<file path="config.mk">
export PLATFORM = sky130hd
export DESIGN_NAME = mem_rw_arbiter
export DESIGN_NICKNAME = d
export VERILOG_FILES = /design/src/rtl/mem_rw_arbiter.sv
export SDC_FILE = /design/constraint.sdc
export NUM_CORES = 1
export LEC_CHECK = 0
export CAP_MARGIN = 5
export CORE_UTILIZATION = 38
export CTS_BUF_LIST = sky130_fd_sc_hd__clkbuf_8
export DETAILED_ROUTE_END_ITERATION = 16
export PLACE_DENSITY_LB_ADDON = 0.25
export REMOVE_ABC_BUFFERS = 1
export SETUP_SLACK_MARGIN = 0.2
export SLEW_MARGIN = 15
export SYNTH_ARGS = -nofsm -noshare
export SYNTH_HDL_FRONTEND = slang
export SYNTH_SLANG_ARGS = --single-unit
</file>
<file path="constraint.sdc">
create_clock -name i_clk -period 1.6 [get_ports i_clk]
set_input_delay 0.24 -clock i_clk [delete_from_list [all_inputs] [get_ports i_clk]]
set_output_delay 0.24 -clock i_clk [all_outputs]
set_load 0.02 [all_outputs]
</file>
<file path="src/rtl/mem_rw_arbiter.sv">
// Two-client round-robin arbiter in front of mem_rw_controller: grants one
// read/write burst at a time, routes data/handshakes, aborts on a missing ack.
//
// state  | meaning
// -------+------------------------------------------------------------
// IDLE   | waiting for a client request; grant and latch request here
// REQ    | controller request held high until ack or ack timeout
// XFER   | data/handshake pass-through for the granted client
// DONE   | one-cycle wrap-up: zero-length ack or timeout err pulse
module mem_rw_arbiter #(
  parameter int ADDR_W      = 6,
  parameter int ACK_TIMEOUT = 16
) (
  input  logic                i_clk,
  input  logic                i_reset,
  input  logic [1:0]          i_req,
  input  logic [1:0]          i_we,
  input  logic [2*ADDR_W-1:0] i_addr,
  input  logic [7:0]          i_num_b,
  input  logic [15:0]         i_wr_data,
  input  logic [1:0]          i_wr_valid,
  output logic [1:0]          o_wr_done,
  output logic [7:0]          o_rd_data,
  output logic [1:0]          o_rd_valid,
  input  logic [1:0]          i_rd_done,
  output logic [1:0]          o_ack,
  output logic [1:0]          o_err,
  output logic                o_m_wr_req,
  output logic [7:0]          o_m_wr_data,
  output logic                o_m_wr_valid,
  input  logic                i_m_wr_done,
  output logic                o_m_rd_req,
  input  logic [7:0]          i_m_rd_data,
  input  logic                i_m_rd_valid,
  output logic                o_m_rd_done,
  output logic [ADDR_W-1:0]   o_m_addr,
  output logic [3:0]          o_m_num_b,
  input  logic                i_m_ack
);

  typedef enum logic [1:0] {
    S_IDLE = 2'd0,
    S_REQ  = 2'd1,
    S_XFER = 2'd2,
    S_DONE = 2'd3
  } state_t;

  localparam logic [7:0] TO_LAST = 8'(ACK_TIMEOUT - 1);

  state_t      state, state_nxt;
  logic        g;
  logic        last_grant;
  logic        gnt_sel;
  logic        we_q;
  logic        zero_len;
  logic        timed_out;
  logic [7:0]  t_cnt;
  logic [3:0]  b_cnt;
  logic        byte_ev;
  logic        ack_to;
  logic [3:0]  sel_num_b;
  logic [ADDR_W-1:0] sel_addr;

  // Both requesting: the client that was not served last wins.
  always_comb begin
    gnt_sel = 1'b0;
    if (i_req == 2'b11)
      gnt_sel = ~last_grant;
    else if (i_req[1])
      gnt_sel = 1'b1;
  end

  assign sel_num_b = gnt_sel ? i_num_b[7:4] : i_num_b[3:0];
  assign sel_addr  = gnt_sel ? i_addr[2*ADDR_W-1:ADDR_W] : i_addr[ADDR_W-1:0];
  assign byte_ev   = we_q ? i_m_wr_done : (i_m_rd_valid & (g ? i_rd_done[1] : i_rd_done[0]));
  assign ack_to    = (t_cnt == TO_LAST);

  always_ff @(posedge i_clk or negedge i_reset) begin
    if (!i_reset)
      state <= S_IDLE;
    else
      state <= state_nxt;
  end

  always_comb begin
    state_nxt    = state;
    o_ack        = 2'b00;
    o_err        = 2'b00;
    o_m_wr_req   = 1'b0;
    o_m_rd_req   = 1'b0;
    o_m_wr_data  = 8'h00;
    o_m_wr_valid = 1'b0;
    o_wr_done    = 2'b00;
    o_rd_data    = 8'h00;
    o_rd_valid   = 2'b00;
    o_m_rd_done  = 1'b0;
    case (state)
      S_IDLE: begin
        if (|i_req)
          state_nxt = (sel_num_b == 4'd0) ? S_DONE : S_REQ;
      end
      S_REQ: begin
        o_m_wr_req = we_q;
        o_m_rd_req = ~we_q;
        if (i_m_ack) begin
          o_ack[g]  = 1'b1;
          state_nxt = S_XFER;
        end else if (ack_to) begin
          state_nxt = S_DONE;
        end
      end
      S_XFER: begin
        if (we_q) begin
          o_m_wr_data  = g ? i_wr_data[15:8] : i_wr_data[7:0];
          o_m_wr_valid = g ? i_wr_valid[1] : i_wr_valid[0];
          o_wr_done[g] = i_m_wr_done;
        end else begin
          o_rd_data     = i_m_rd_data;
          o_rd_valid[g] = i_m_rd_valid;
          o_m_rd_done   = g ? i_rd_done[1] : i_rd_done[0];
        end
        if (byte_ev && ((b_cnt + 4'd1) == o_m_num_b))
          state_nxt = S_DONE;
      end
      S_DONE: begin
        o_ack[g]  = zero_len;
        o_err[g]  = timed_out;
        state_nxt = S_IDLE;
      end
      default: state_nxt = S_IDLE;
    endcase
  end

  always_ff @(posedge i_clk or negedge i_reset) begin
    if (!i_reset) begin
      g          <= 1'b0;
      last_grant <= 1'b1;
      we_q       <= 1'b0;
      zero_len   <= 1'b0;
      timed_out  <= 1'b0;
      t_cnt      <= 8'd0;
      b_cnt      <= 4'd0;
      o_m_addr   <= '0;
      o_m_num_b  <= 4'd0;
    end else begin
      case (state)
        S_IDLE: begin
          if (|i_req) begin
            g         <= gnt_sel;
            we_q      <= i_we[gnt_sel];
            o_m_addr  <= sel_addr;
            o_m_num_b <= sel_num_b;
            zero_len  <= (sel_num_b == 4'd0);
          end
        end
        S_REQ: begin
          if (i_m_ack) begin
            t_cnt <= 8'd0;
          end else if (ack_to) begin
            timed_out <= 1'b1;
            t_cnt     <= 8'd0;
          end else begin
            t_cnt <= t_cnt + 8'd1;
          end
        end
        S_XFER: begin
          if (byte_ev)
            b_cnt <= b_cnt + 4'd1;
        end
        S_DONE: begin
          last_grant <= g;
          t_cnt      <= 8'd0;
          b_cnt      <= 4'd0;
          zero_len   <= 1'b0;
          timed_out  <= 1'b0;
        end
        default: ;
      endcase
    end
  end

endmodule
</file>
# Yosys cells after proc, flatten, opt, wreduce, memory -nomap -nowiden

Cells that the tools add are included.

Add/sub/neg operators: 2
Reductions and logical operators: 13
Equal/unequal tests: 12
Bitwise logic cells: 7
$lt $le $gt $ge: 3
Muxes and demuxes: 45

Operator list:

| kind                  | number |
|---|---|
| $mux W8               | 7 |
| $mux W2               | 11 |
| $mux W1               | 17 |
| $pmux W8 S2           | 1 |
| $ne A2 B2 Y1 const B  | 5 |
| $add A8 B1 Y8 const B | 1 |
| $and A2 B2 Y2         | 4 |
| $eq A8 B4 Y1 const B  | 1 |
| $mux W4               | 2 |
| $pmux W2 S4           | 1 |
| $pmux W4 S2           | 1 |
| $eq A2 B2 Y1 const B  | 3 |
| $mux W6               | 1 |
| $reduce_and A2 Y1     | 3 |
| $reduce_and A3 Y1     | 2 |
| $reduce_bool A2 Y1    | 3 |
| $add A4 B1 Y4 const B | 1 |
| $eq A4 B4 Y1          | 1 |
| $logic_not A4 Y1      | 1 |
| $lt A1 B2 Y1 const B  | 2 |
| $pmux W1 S2           | 2 |
| $pmux W2 S2           | 1 |
| $ne A3 B3 Y1 const B  | 1 |
| $eq A2 B1 Y1 const B  | 1 |
| other kinds (7)       | 9 |

Word-level logic and storage cells: 92
Bits of input ports: 57
Register bits after elaboration: 29

# Longest topological paths before layout

Gate-level depths: netlist of the first run.

Depth after elaboration: 7
Mapped depth: 8

# Worst setup path before layout of the first run

OpenSTA, ideal clock, no wires.

Path type: register to output
Start: register state[0]
End: output port o_wr_done[0]
Cell stages (with the launch flop): 6
Path buffers: 1
Path slack: -0.461 ns
Data required time: 1.360 ns
Arrival: 1.821 ns
Cell sequence: dfrtp_1 -> inv_1 -> ha_1 -> clkbuf_1 -> nand2_1 -> nor3b_1

Cells in the longest elaborated chain, start to end: 2

RTL lines:

| item                   | RTL line | RTL |
|---|---|---|
| start, declared        | 50       | `state_t state, state_nxt;` |
| start signal, assigned | 82       | `state <= state_nxt;` |
| $eq A2 B2 Y1           | 97       | `case (state)` |
| $mux W2                | 97       |  |
| end, declared          | 22       | `output logic [1:0] o_wr_done,` |

Every way passes these cells.

# Final worst setup path of the first run

Start: register b_cnt[0]
End: register state[0]

Cells in the longest elaborated chain, start to end: 5

RTL lines:

| item                               | RTL line | RTL |
|---|---|---|
| start, declared                    | 58       | `logic [3:0] b_cnt;` |
| start signal, assigned             | 168      | `b_cnt <= b_cnt + 4'd1;` |
| $add A4 B1 Y4                      | 122      | `if (byte_ev && ((b_cnt + 4'd1) == o_m_num_b))` |
| $eq A4 B4 Y1                       | 122      |  |
| $logic_and A1 B1 Y1                | 122      |  |
| $ne A2 B2 Y1 (no source line)      | --       |  |
| $reduce_and A3 Y1 (no source line) | --       |  |

Every way passes these cells.
A chain may end at the register's enable or synchronous reset.

==> results of run 1 <==
[power by group through the flow]
stage / clock network [mW] / registers (mW) / logic [mW]
after floorplan: 0 / 1.42 / 1.43
after global placement: 0 / 1.22 / 3.09
after detailed placement: 0 / 1.22 / 3.14
after CTS: 0.610 / 1.25 / 3.74
after global routing: 0.652 / 1.33 / 4.46
final: 0.619 / 1.30 / 4.20
[per-layer routing]
| layer | track usage [%] | vias up | part of all wire [%] |
|---|---|---|---|
| met4 | 7.69 | 0 | 1.1 |
| met1 | 29.5 | 1118 | 39 |
| li1 | - | 1103 | - |
| met2 | 45.0 | 100 | 54 |
| met5 | 0 | - | 0 |
| met3 | 6.86 | 11 | 6.2 |
[synth_stat cells, types with 2 or more instances]
library cell / instances
dfrtp_1: 28
nor2b_1: 2
mux2i_1: 22
clkbuf_1: 6
ha_1: 7
a22oi_1: 2
o22ai_1: 2
nand2b_1: 2
a21oi_1: 9
o21ai_1: 21
nor2_1: 29
xnor2_1: 4
and2_1: 9
nor3_1: 3
inv_1: 5
nand3_1: 5
xor2_1: 3
nand2_1: 22
a22o_1: 3
and3_1: 4
a32o_1: 3
[flip-flops by register name, indices dropped and copies added, names as in the netlist]
signal	flops
timed_out	1
zero_len	1
last_grant	1
o_m_num_b	4
state	2
g	1
t_cnt	8
we_q	1
b_cnt	4
o_m_addr	6
[timing repair]
item,4_1_cts,5_1_grt
gates resized for setup,238,40
pin swaps,30,22
gates cloned,3,1
endpoints found under the hold margin,0,0
buffers inserted,13,3
setup endpoints to repair,64,55
[logic make-up (layout without fill, tap and decap cells)]
kind of cell               count (synthesis)  count (layout)  share of synthesized area, %
AOI/OAI and AO/OA                         51              51                          18.3
xor gates and xnor gates                   7               7                          3.14
adders and majority gates                  7               7                          4.48
buffers and inverters                     15             175                          3.33
DFF                                       29              29                          37.2
muxes                                     23              23                          11.9
and+or+nand+nor                           87              87                          21.7
[worst paths after layout]
path | endpoint | cells past startpoint | start | slack, ns
max | state[0]$_DFFE_PN0P_ | 6 | b_cnt[0]$_DFFE_PN0P_ | -0.14
min | t_cnt[3]$_DFFE_PN0P_ | 2 | i_reset | 0.35
max reg2reg | state[0]$_DFFE_PN0P_ | 6 | b_cnt[0]$_DFFE_PN0P_ | -0.14
min reg2reg | o_m_addr[5]$_DFFE_PN0P_ | 2 | o_m_addr[5]$_DFFE_PN0P_ | 0.49
max in group asynchronous | last_grant$_DFFE_PN1P_ | 2 | i_reset | 0.92
min in group i_clk | o_m_num_b[1]$_DFFE_PN0P_ | 3 | i_num_b[1] | 0.40
[final cells by class]
| cell class | count | area [sq um] |
|---|---|---|
| repair buffers | 162 | 1510 |
| multi-input cells | 175 | 1460 |
| inverters | 6 | 30.0 |
| fillers | 294 | 943 |
| flip-flops and latches | 29 | 731 |
| clock inverters | 1 | 3.75 |
| well taps | 67 | 83.8 |
| clock buffers | 6 | 82.6 |
[metrics by stage]
step	hold slack [ns]	setup WS, ns	instances
4_1_cts	0.363	-0.112	442
2_1_floorplan	-0.0556	-0.384	210
3_5_place_dp	0.479	-0.345	419
6_report	0.353	-0.138	446
5_1_grt	0.399	-0.193	446
3_3_place_gp	0.467	-0.301	419
==> summary.txt, run 1 <==
Run status
  • Status: finished with violations
  • Failing checks: negative setup slack

Timing
  • Fin crit share: 109%
  • Fmax: 575 MHz
  • Setup ws final: -0.138 ns
  • Slew HR: 73.1%
  • Hold Fails Final Rpt: 0
  • Worst slew pin tran: 0.404 ns
  • Post-Route Skew: 0.00367 ns
  • Setup TNS: -2.62 ns
  • RSZ-0062 raised after global routing: yes
  • Minimum period implied by the final worst setup slack: 1.74 ns
  • Slew Viols, Final: 0
  • Final setup vio count: 35

Die
  • Die X: 73.7 um
  • Starting Density: 40.3%
  • Top-Level Pins: 95
  • Std-Cell Rows: 25
  • DIE HEIGHT: 73.7 um
  • Core outline area: 4850 sq um
  • Die ar.: 5430 sq um

Synthesis
  • Post-synth top area cell: dfrtp_1
  • Ys async rst share: 100%
  • Total number of yosys warnings: 0
  • Synth top area cells: dfrtp_1 36%, mux2i_1 11%, nor2_1 5.6%
  • Share of Yosys cell area claimed by the top area cell type: 35.9%
  • Synth Flop Type: dfrtp_1
  • Mean cell area of the mapped netlist: 8.92 sq um
  • Yosys cell types: 49
  • Mapped Cells: ~220
  • Synth Cell Area: approximately 2000 sq um
  • Seq cells post-synth: 29
  • Sequential share of the synthesized area: roughly 37%
  • Number of flops mapped to enable cells by yosys: 0

Pwr
  • Total power draw: 6.12 mW
  • Internal power: 3.51 mW
  • Power per cell area: 1570 nW/um^2
  • Reg power frac: a little over a fifth
  • VDD IR-drop max: between 0.8 and 0.9 mV
  • Comb pwr share: 68.6%
  • Psw: between 2 and 3 mW
  • P_leak: 1.77 nW
  • Switching fraction of total power: a little over two fifths
  • Clk pwr share: 10.1%

Clock network
  • Clk root buf: clkbuf_8
  • CTS buffer count: 5
  • CTS Buffer Depth: 2
  • CTS clk-pin slew, worst paths: 0.06 ns
  • Clk sinks: 29
  • CTS tree: done
  • # H-tree levels: 2
  • Clk_lat worst skew: approximately 0.29 ns
  • Cts hold-fix bufs: 0

Critical path
  • Crit path arrival time: 1.93 ns
  • CP Data Required Time: 1.80 ns
  • Crit path max-delay family: compound AO/OA/AOI/OAI gates
  • Slowest CP cell: dfrtp_1
  • WS Path Type: flip-flop to flip-flop
  • Crit-path max cell delay: 0.42 ns
  • Crit path cell chain: ha_4 > xnor2_2 > nand2_1 > o41ai_4 > o211ai_1 > a22oi_1
  • Buffers & Inverters on Critical Path: 0
  • Setup crit end kind: flip-flop
  • Worst-path maximum fanout: 3
  • CP Launch Type: flip-flop

Placed design
  • Placed cell area: 3300 sq um
  • Placer Congestion: 0.852
  • DP HPWL: around 4200 um
  • IO buf count: 94

Global routing
  • First-pass GRT wire length: 10400 um
  • Pin count of the biggest net entering global routing: 30
  • GR Overflow Total: 0
  • Initial antenna violation count: 0
  • Vias in the first global route: 2208
  • Total Routing Usage GR: ~25%

Cells and area
  • Fin util: around four fifths
  • Most frequent cells in the layout: 55 x buf_4, 54 x clkdlybuf4s50_1, 40 x buf_6
  • Commonest non-fill, non-tap cell in the layout: buf_4
  • Nets: 443
  • N_diodes: 0
  • Area Growth Syn to Fin: 99.9%
  • Design Area, Final: 3910 sq um
  • Layout cell share with drive strength beyond 1: 45.6%

Drt
  • WL/cell: between 15 and 20 um
  • Post-route ant nets: 0
  • Remaining DRCs: 0
  • Vias/cell: 5.23
  • Total number of vias: 2332
  • Routed WL: ~7100 um
  • DR pass1 iterations: 4
  • DR iter-0 viols: about 230

Hold path
  • Min-delay worst type: primary input to asynchronous set/reset pin

Job
  • Max Cap Viol: 0
Power figures use the tool's default switching activity.
==> run 2: changes to the inputs <==
- HOLD_SLACK_MARGIN: not set -> 0.15
==> results of run 2 <==
Final layout, timing and power as in run 1 (identical DEF).
